`config.mk`:
```
export PLATFORM = sky130hd
export DESIGN_NAME = atom_wb_arbiter
export DESIGN_NICKNAME = d
export VERILOG_FILES = /design/src/rtl/atom_wb_arb_pkg.sv /design/src/rtl/atom_wb_arbiter_watchdog.sv /design/src/rtl/atom_wb_arbiter.sv
export SDC_FILE = /design/constraint.sdc
export NUM_CORES = 1
export LEC_CHECK = 0
export CAP_MARGIN = 20
export CELL_PAD_IN_SITES_DETAIL_PLACEMENT = 1
export CELL_PAD_IN_SITES_GLOBAL_PLACEMENT = 1
export CORE_AREA = 2 2 115 117
export DETAILED_ROUTE_END_ITERATION = 12
export DIE_AREA = 0 0 117 119
export GPL_TIMING_DRIVEN = 0
export PLACE_DENSITY_LB_ADDON = 0.08
export SYNTH_ARGS = -nofsm -noshare
export SYNTH_HDL_FRONTEND = slang
export SYNTH_SLANG_ARGS = --single-unit
export TNS_END_PERCENT = 30
```
`constraint.sdc`:
```
create_clock -name wb_clk_i -period 4.35 [get_ports wb_clk_i]
set_clock_uncertainty 0.05 [all_clocks]
set_input_delay 0.435 -clock wb_clk_i [delete_from_list [all_inputs] [get_ports wb_clk_i]]
set_output_delay 0.435 -clock wb_clk_i [all_outputs]
set_load 0.01 [all_outputs]
```
`src/rtl/atom_wb_arb_pkg.sv`:
```
// ---------------------------------------------------------------------------
// atom_wb_arb_pkg : shared types and constants for the IBUS/DBUS arbiter
// Revision 1.0
// ---------------------------------------------------------------------------
`default_nettype none

package atom_wb_arb_pkg;

   typedef enum logic [1:0] {
      IDLE  = 2'd0,
      GNT_I = 2'd1,
      GNT_D = 2'd2
   } arb_state_e;

   localparam logic       GNT_IBUS = 1'b0;
   localparam logic       GNT_DBUS = 1'b1;

   localparam logic [3:0] SEL_ALL  = 4'hF;
   localparam logic       WE_READ  = 1'b0;

endpackage

`default_nettype wire

```
`src/rtl/atom_wb_arbiter_watchdog.sv`:
```
// ---------------------------------------------------------------------------
// wb_watchdog : saturating per-transaction cycle counter with expiry flag
// Revision 1.0
// ---------------------------------------------------------------------------
`default_nettype none

module wb_watchdog #(
   parameter int unsigned TIMEOUT_CYCLES = 255
) (
   input  logic clk,
   input  logic rst_n,
   input  logic i_clear,
   input  logic i_enable,
   output logic o_expired
);

   localparam int CW = (TIMEOUT_CYCLES > 0) ? $clog2(TIMEOUT_CYCLES + 1) : 1;

   logic [CW-1:0] cnt_q, cnt_d;

   always_comb begin
      cnt_d = cnt_q;
      if (i_clear) begin
         cnt_d = '0;
      end else if (i_enable && (cnt_q != {CW{1'b1}})) begin
         cnt_d = cnt_q + CW'(1);
      end
   end

   always_ff @(posedge clk or negedge rst_n) begin
      if (!rst_n) begin
         cnt_q <= '0;
      end else begin
         cnt_q <= cnt_d;
      end
   end

   generate
      if (TIMEOUT_CYCLES > 0) begin : g_wdog_on
         localparam logic [CW-1:0] LIMIT = CW'(TIMEOUT_CYCLES - 1);
         assign o_expired = (cnt_q == LIMIT);
      end else begin : g_wdog_off
         assign o_expired = 1'b0;
      end
   endgenerate

endmodule

`default_nettype wire

```
`src/rtl/atom_wb_arbiter.sv`:
```
// ---------------------------------------------------------------------------
// atom_wb_arbiter : round-robin IBUS/DBUS merge onto one Wishbone master port
// Revision 1.0
// ---------------------------------------------------------------------------
`default_nettype none

module atom_wb_arbiter
   import atom_wb_arb_pkg::*;
#(
   parameter int unsigned TIMEOUT_CYCLES = 255
) (
   input  logic        wb_clk_i,
   input  logic        wb_rst_ni,
   input  logic [31:0] ibus_adr_i,
   input  logic        ibus_stb_i,
   output logic [31:0] ibus_dat_o,
   output logic        ibus_ack_o,
   output logic        ibus_err_o,
   input  logic [31:0] dbus_adr_i,
   input  logic [31:0] dbus_dat_i,
   input  logic        dbus_we_i,
   input  logic [3:0]  dbus_sel_i,
   input  logic        dbus_stb_i,
   input  logic        dbus_cyc_i,
   output logic [31:0] dbus_dat_o,
   output logic        dbus_ack_o,
   output logic        dbus_err_o,
   output logic [31:0] s_adr_o,
   output logic [31:0] s_dat_o,
   input  logic [31:0] s_dat_i,
   output logic        s_we_o,
   output logic [3:0]  s_sel_o,
   output logic        s_stb_o,
   output logic        s_cyc_o,
   input  logic        s_ack_i
);

   arb_state_e state_q, state_d;
   logic       last_grant_q, last_grant_d;
   logic       ibus_req, dbus_req, gnt_i, gnt_d, req_g;
   logic       expired, timeout, pick_d;

   assign ibus_req = ibus_stb_i;
   assign dbus_req = dbus_stb_i & dbus_cyc_i;
   assign gnt_i    = (state_q == GNT_I);
   assign gnt_d    = (state_q == GNT_D);
   assign req_g    = (gnt_i & ibus_req) | (gnt_d & dbus_req);
   // An ack arriving in the expiry cycle completes the transfer instead
   assign timeout  = expired & req_g & ~s_ack_i;

   wb_watchdog #(
      .TIMEOUT_CYCLES(TIMEOUT_CYCLES)
   ) u_watchdog (
      .clk      (wb_clk_i),
      .rst_n    (wb_rst_ni),
      .i_clear  (state_q == IDLE),
      .i_enable (state_q != IDLE),
      .o_expired(expired)
   );

   assign s_stb_o    = req_g & ~timeout;
   assign s_cyc_o    = s_stb_o;
   assign s_adr_o    = gnt_i ? ibus_adr_i : (gnt_d ? dbus_adr_i : 32'h0);
   assign s_dat_o    = gnt_d ? dbus_dat_i : 32'h0;
   assign s_we_o     = gnt_d ? dbus_we_i  : WE_READ;
   assign s_sel_o    = gnt_i ? SEL_ALL    : (gnt_d ? dbus_sel_i : 4'h0);

   assign ibus_dat_o = s_dat_i;
   assign dbus_dat_o = s_dat_i;
   assign ibus_ack_o = gnt_i & ibus_req & s_ack_i;
   assign dbus_ack_o = gnt_d & dbus_req & s_ack_i;
   assign ibus_err_o = gnt_i & timeout;
   assign dbus_err_o = gnt_d & timeout;

   // On a tie the master that did not win last time goes first
   assign pick_d = dbus_req & (~ibus_req | (last_grant_q == GNT_IBUS));

   always_comb begin
      state_d      = state_q;
      last_grant_d = last_grant_q;
      case (state_q)
         IDLE: begin
            if (ibus_req || dbus_req) begin
               state_d      = pick_d ? GNT_D : GNT_I;
               last_grant_d = pick_d ? GNT_DBUS : GNT_IBUS;
            end
         end
         GNT_I, GNT_D: begin
            if (s_ack_i || !req_g || timeout) begin
               state_d = IDLE;
            end
         end
         default: state_d = IDLE;
      endcase
   end

   always_ff @(posedge wb_clk_i or negedge wb_rst_ni) begin
      if (!wb_rst_ni) begin
         state_q      <= IDLE;
         last_grant_q <= GNT_IBUS;
      end else begin
         state_q      <= state_d;
         last_grant_q <= last_grant_d;
      end
   end

endmodule

`default_nettype wire

```
* Word-level counts from Yosys, hierarchy flattened
Index checks and enable logic that the tools add are counted.
W data, S select, Z words.
** Cells by class
- Add/sub/neg operators :: 1
- Eq/ne operators :: 6
- Multiplexer cells :: 13
- Bitwise logic cells :: 17
- Reductions and logical operators :: 11
** Operators with widths (number)
- $mux W32 :: 3
- $mux W8 :: 2
- $and A1 B1 Y1 :: 11
- $add A8 B1 Y8 const B :: 1
- $eq A8 B8 Y1 const B :: 1
- $mux W4 :: 2
- $ne A8 B8 Y1 const B :: 1
- $mux W2 :: 3
- $ne A2 B2 Y1 const B :: 2
- $not A1 Y1 :: 4
- $pmux W2 S2 :: 1
- $reduce_and A2 Y1 :: 2
- $reduce_bool A2 Y1 :: 2
- $logic_or A1 B1 Y1 :: 3
- $eq A2 B1 Y1 const B :: 1
- $eq A2 B2 Y1 const B :: 1
- $logic_not A2 Y1 :: 1
- $mux W1 :: 2
- $or A1 B1 Y1 :: 2
- $reduce_or A2 Y1 :: 1
- $logic_and A1 B1 Y1 :: 1
- $logic_not A1 Y1 :: 1
** Storage, ports and cells
- Register bits after elaboration :: 11
- Output and inout bits :: 139
- Word-level logic and storage cells :: 51

* Longest topological paths before layout
Gate-level depths: netlist (run 1).
- Depth after elaboration :: 8
- Mapped depth :: 6

* Modules after synthesis
From an unflattened synthesis (run 1), not the netlist that was laid out.
** Unflattened totals
- Cell total of the unflattened synthesis :: 295
- Area, all modules :: 1951.9 µm²
** Modules (own cells, without submodules)
- atom_wb_arbiter :: times used 1, cells an instance 243, area an instance 1443.9 µm², sequential area each 75.1 µm²
- wb_watchdog :: times used 1, cells an instance 52, area an instance 508.0 µm², sequential area each 200.2 µm²

* Worst setup path before layout (run 1)
Ideal clock, no wire load.
- Path kind :: flip-flop to output port
- Start point :: reg state_q[0]
- End point :: out s_adr_o[10]
- Data arrival time :: 1444 ps
- Path slack :: 2421 ps
- Stages on the path, launching flop included :: 7
- Path buffers :: 2
- Path through :: dfrtp_1 inv_1 ha_1 nor2b_1 clkbuf_1 clkbuf_1 a22o_1
** On the way
- Longest elaborated chain between the ends :: 3
- Elaborated cells between the ends (all ways) :: 4
- Those cells by class :: 2 x eq/ne; 2 x mux
** Ends and longest elaborated chain
- from (decl) :: RTL line atom_wb_arbiter.sv:38 : arb_state_e state_q, state_d;
- from (signal assigned) :: RTL line atom_wb_arbiter.sv:102 : state_q <= state_d;
- $eq A2 B2 Y1 :: RTL line atom_wb_arbiter.sv:46 : assign gnt_d = (state_q == GNT_D);
- $mux W32 :: RTL line atom_wb_arbiter.sv:63 : assign s_adr_o = gnt_i ? ibus_adr_i : (gnt_d ? dbus_adr_i : 32'h0);
- $mux W32 * :: RTL line atom_wb_arbiter.sv:63
- to (decl) :: RTL line atom_wb_arbiter.sv:28 : output logic [31:0] s_adr_o,
Mark *: on every way between the ends. The rest lies on a longest branch, timed or not.

* Worst setup path after layout (run 1)
- Start point :: reg state_q[0]
- End point :: out s_adr_o[27]
The elaborated chain is that of the path after synthesis.

==> results of run 1 <==
-- cell usage in the layout, fill, tap and decap left out, types with 2 or more instances in the layout --
master and instances:
a31oi_1 5, a21o_1 4, buf_4 66, and3_1 2
clkdlybuf4s50_1 245, and2_1 35, nand2_1 5, dfrtp_1 11
a32oi_1 2, nand3_1 4, a21oi_1 2, inv_1 5
clkbuf_1 15, xnor2_1 3, nor2_1 6, a211oi_1 3
ha_1 5, a22o_1 32, clkbuf_16 3, nor3_1 2
and4_1 2, o21ai_0 2
-- stage by stage --
step	setup WS (ps)	std cells
global route	1111	645
detailed placement	1525	641
global placement	1519	641
CTS	1252	645
floorplan	2421	220
finish	1297	645
-- path summary, 6_finish.rpt --
check / start / endpoint / slack [ps] / cells after the start
min in group asynchronous: wb_rst_ni / u_watchdog.cnt_q[0] / 500 / 1
max in group asynchronous: wb_rst_ni / state_q[1] / 3400 / 1
setup reg to reg: state_q[0] / state_q[0] / 2410 / 6
hold / removal: last_grant_q / last_grant_q / 430 / 1
hold reg to reg: last_grant_q / last_grant_q / 430 / 1
setup / recovery: state_q[0] / s_adr_o[27] / 1300 / 7
-- metal layers --
metal  part of all wire  global-route usage
met2               0.55              0.2771
met4             0.0060             0.01985
met1               0.36              0.1528
met5                  0                   0
met3              0.079             0.03155
-- kinds of logic (layout without fill, tap and decap cells) --
| family | after synthesis | after routing |
|---|---|---|
| AOI/OAI and AO/OA | 54 | 54 |
| adders and majority gates | 5 | 5 |
| and+or+nand+nor | 62 | 62 |
| DFF | 11 | 11 |
| buffers and inverters | 85 | 334 |
| xor gates and xnor gates | 3 | 3 |
-- cell type report --
| type | instances | area (um2) |
|---|---|---|
| fillers | 1507 | 8372 |
| repair buffers | 245 | 2452 |
| multi-input cells | 124 | 909.6 |
| plain buffers | 80 | 548.0 |
| flip-flops and latches | 11 | 275.3 |
| well taps | 176 | 220.2 |
| clock buffers | 4 | 78.83 |
| inverters | 5 | 18.77 |
-- sequential cells by signal, indices dropped and copies added (netlist names) --
name,flops
u_watchdog.cnt_q,8
state_q,2
last_grant_q,1
-- power breakdown --
group	total [mW]	leakage [nW]	switching (mW)	internal (mW)
Sequential	0.145	0.147	0.0218	0.123
Combinational	1.02	1.63	0.432	0.591
Clock	0.168	0.0382	0.0447	0.123
==> impl_metrics.json, run 1 <==
{
  "stdcell_area_mm2": 0.004503,
  "synth-compound-area-share": 0.2500,
  "synth_common_cells": "buf_4 (66), and2_1 (35), a22o_1 (32), clkbuf_1 (14), dfrtp_1 (11)",
  "io_buffers": 245,
  "status": "finished clean",
  "avgSynthCellArea_um2": 7.962,
  "hold_slack_ps": 433.8,
  "ir_worst_vdd_mv": 0.1020,
  "cts_tree": "done",
  "die_w_um": 117,
  "synth_cell_type_count": 30,
  "synth-edff-count": 0,
  "grt_use_total": 0.1409,
  "syn_to_final_growth_pct": 157.1,
  "crit_family": "buffers and inverters",
  "cp_slowest_cell": "clkdlybuf4s50_1",
  "cts_resized": 0,
  "synth_seq_cells": 11,
  "rsz0062_at_grt": "no",
  "dr.pass1.iters": 4,
  "syn_area_mm2": 0.001752,
  "place_area_mm2": 0.004424,
  "synthXorXnorAreaFrac": 0.01500,
  "power_density_mw_per_mm2": 296.5,
  "cap_violations": 0,
  "drtIter0Drc": 52,
  "tightest_slew_ps": 529.5,
  "grt_start_max_net_pins": 12,
  "ios": 278,
  "postCtsHoldBufs": 0,
  "die_h_um": 119,
  "drive_above_1_share": 0.1535,
  "clkTransAtPathRegs_ps": 40,
  "insertion_delay_ps": 240,
  "setup_viol_count_final": 0,
  "routed_via_density": 3.882,
  "path_cells": "inv_1 > ha_1 > nor2b_1 > clkbuf_1 > clkbuf_1 > a22o_1 > clkdlybuf4s50_1",
  "synth_largest_area_cell": "buf_4",
  "cts_setup_buffers": 0,
  "dp_hpwl_mm": 9.295,
  "syn_nets": 364,
  "antenna_left": 0,
  "fin_setup_tns_ps": 0,
  "routed_wl_mm": 10.42,
  "ctsLongestPathBuffers": 2,
  "fmax_mhz": 327.6,
  "start_util": 0.1361,
  "cp_common_cell": "clkbuf_1",
  "fin_util": 0.3498,
  "core.rowCount": 42,
  "synthesis.yosys.warnings": 0,
  "numCtsBuffers": 3,
  "p_leak_nw": 1.820,
  "synth_flop_cell": "dfrtp_1",
  "grt_pass1_wl_mm": 15.01,
  "seq_area_frac_synth": 0.1571,
  "synthArstFlopShare": 1.000,
  "synth_most_common_cell": "buf_4",
  "synth_cells": 220,
  "synth_top_family_by_area": "buffers and inverters",
  "coreArea_mm2": 0.01287,
  "nets": 614,
  "synth.area.top_cells": "buf_4 (28%), a22o_1 (16%), dfrtp_1 (16%), and2_1 (13%), ha_1 (3.6%)",
  "criticalPathCategory": "flip-flop to primary output",
  "drc": 0,
  "start_kind": "flip-flop",
  "grt_pass1_vias": 2698,
  "antennaDiodeCount": 0,
  "num_vias": 2504,
  "cp-end-kind": "primary output",
  "hold_viol_final": 0,
  "min_period_ps": 3053,
  "grt_antenna_before_repair": 0,
  "fin_total_pwr_mw": 1.335,
  "numClockSinks": 11,
  "maxSlewHeadroom": 0.6459,
  "yosys.area_share.simple": 0.2186,
  "final.period_utilization": 0.7018,
  "path_buf_inv": 4,
  "arrival_ps": 2570,
  "synth_mux_area_frac": 0,
  "yosysTopAreaCellShare": 0.2829,
  "grt_overflow": 0,
  "wl_per_cell_um": 16.15,
  "cp.required_ps": 3870,
  "critPathMaxStageDelay_ps": 560,
  "h-tree-depth": 1,
  "design.die.area_mm2": 0.01392,
  "path_max_fanout": 10,
  "synth_fa_ha_area_frac": 0.03571,
  "gp_congestion": 0.7746,
  "hold_class": "flip-flop to flip-flop",
  "maxSlewViolCount": 0,
  "cts-root-buf": "clkbuf_16"
}
(Power assumes the default switching activity.)
==> run 2: changes to the inputs <==
Settings changed: CORE_AREA 2 2 115 117 to 2 2 120 122, DIE_AREA 0 0 117 119 to 0 0 122 124.
Clock period 4.35 ns to 3 ns, I/O delays scaled along.
==> run 2 against run 1 <==
  * Setup slack worse by 1000 ps
  * Die area is 8.7% higher
  * Utilization is 2.1 points lower
  * Sequential cell count stayed put
  * Worst hold slack worse by 64 ps
  * Non-clock buffer count stayed put
  * Final cell count is 0.62% higher
  * First-iteration DRC count is 54% lower
  * Routed wire length is 3.8% higher
  * Largest cell class unchanged
==> impl_metrics.json, run 2 (synthesis gave the netlist of run 1 again) <==
{
  "status": "finished clean",
  "h-tree-depth": 1,
  "cts-root-buf": "clkbuf_16",
  "cp-end-kind": "primary output",
  "die_w_um": 122,
  "clkTransAtPathRegs_ps": 40,
  "start_kind": "flip-flop",
  "dp_slack_ps": 304.7,
  "hold_class": "primary input to async pin",
  "grt_antenna_before_repair": 0,
  "rsz0062_at_grt": "no",
  "setup_viol_count_final": 0,
  "cts_tree": "done",
  "cp.required_ps": 2650,
  "ctsLongestPathBuffers": 2,
  "dp_hpwl_mm": 9.682,
  "core.rowCount": 43,
  "mostFrequentLayoutCell": "clkdlybuf4s50_1",
  "grt_pass1_wl_mm": 15.17,
  "path_max_fanout": 10,
  "worstReg2RegEnd": "state_q[0]",
  "fin_setup_tns_ps": 0,
  "tightest_slew_ps": 539.6,
  "numClockSinks": 11,
  "gp_congestion": 0.6962,
  "grt_use_total": 0.1303,
  "largest_register_ffs": 8,
  "grt_start_max_net_pins": 12,
  "p_leak_nw": 1.837,
  "min_period_ps": 2753,
  "ir_worst_vdd_mv": 0.2333,
  "ios": 278,
  "drc": 0,
  "hold_viol_final": 0,
  "dr.pass1.iters": 4,
  "routed_via_density": 3.843,
  "n_fill_cell": 1623,
  "criticalPathCategory": "flip-flop to primary output",
  "maxSlewHeadroom": 0.6391,
  "rr_worst_depth": 6,
  "maxSlewViolCount": 0,
  "layout_common_cells": "clkdlybuf4s50_1 (245), buf_4 (66), and2_1 (35)",
  "cap_violations": 0,
  "insertion_delay_ps": 240,
  "cp_slowest_cell": "clkdlybuf4s50_1",
  "syn_to_final_growth_pct": 157.7,
  "numCtsBuffers": 3,
  "r2r_start": "state_q[0]",
  "num_vias": 2494,
  "critPathMaxStageDelay_ps": 550,
  "ff2ff_setup_slack_ps": 1070,
  "fin_total_pwr_mw": 1.960,
  "final.period_utilization": 0.9175,
  "grt_overflow": 0,
  "reg.largest.list": "u_watchdog.cnt_q: 8 flops, state_q: 2 flops, last_grant_q: 1 flops",
  "design.die.area_mm2": 0.01513,
  "grt_pass1_vias": 2647,
  "coreArea_mm2": 0.01372,
  "arrival_ps": 2400,
  "regMostFlops": "u_watchdog.cnt_q",
  "antennaDiodeCount": 0,
  "fmax_mhz": 363.3,
  "drtIter0Drc": 24,
  "die_h_um": 124,
  "start_util": 0.1277,
  "drive_above_1_share": 0.1642,
  "antenna_left": 0,
  "fin_cells": 649,
  "power_density_mw_per_mm2": 434.1,
  "dp_cells": 645,
  "routed_wl_mm": 10.81,
  "path_cells": "inv_1 > ha_1 > clkbuf_1 > clkbuf_2 > and3_1 > clkdlybuf4s50_1",
  "fin_ws_ps": 247.4,
  "nets": 614,
  "io_buffers": 245,
  "wl_per_cell_um": 16.66
}
==> run 2: area by class of cell <==
type	instances	area, um2	share of cell area
Clock buffer	4	78.83	0.01746
Buffer	80	554.3	0.1228
Multi-Input combinational cell	124	909.6	0.2015
Inverter	5	18.77	0.004157
Tap cell	180	225.2	0.04989
Sequential cell	11	275.3	0.06098
Timing Repair Buffer	245	2452	0.5432
==> run 2: per-layer routing <==
layer  global-route usage  vias up  wire length [um]
met3              0.02244        2               815
met2               0.2587      140              6114
li1                     -     1206                 -
met1               0.1492     1146              3862
met4              0.01293        0                22
met5                    0        -                 0
==> run 2: stage by stage <==
step	area (um2)	hold slack (ps)	utilization
5_1_grt	4514	408.2	0.3290
6_report	4514	369.9	0.3290
3_5_place_dp	4429	438.7	0.3228
4_1_cts	4508	386.7	0.3286
3_3_place_gp	4429	423.0	0.3228
2_1_floorplan	1752	-45.59	-
==> run 2: worst max-delay path: cells and delay by family (launching register included) <==
family                     cells  cell delay (ps)
and+or+nand+nor                1              190
DFF                            1              370
adders and majority gates      1              230
buffers and inverters          4             1370
==> run 2: report_power, final <==
part / switching (mW) / internal, mW
Combinational: 0.643 / 0.862
Sequential: 0.0337 / 0.179
Clock: 0.0644 / 0.178
==> run 2: what timing repair did <==
item	4_1_cts	5_1_grt
setup buffers	0	0
hold endpoints to repair	0	0
resized for setup	0	10
endpoints found under the setup margin	0	36
hold buffers	0	0
==> run 2: how the worst max path moves through the flow <==
stage	from	to	slack (ps)	depth (start not counted)
4_1_cts	state_q[0]	s_adr_o[2]	40	7
3_3_place_gp	state_q[0]	s_adr_o[24]	310	7
5_1_grt	state_q[1]	s_adr_o[27]	10	6
2_1_floorplan	state_q[0]	s_adr_o[10]	1210	6
3_5_place_dp	state_q[0]	s_adr_o[24]	300	7
6_report	state_q[1]	ibus_ack_o	250	6
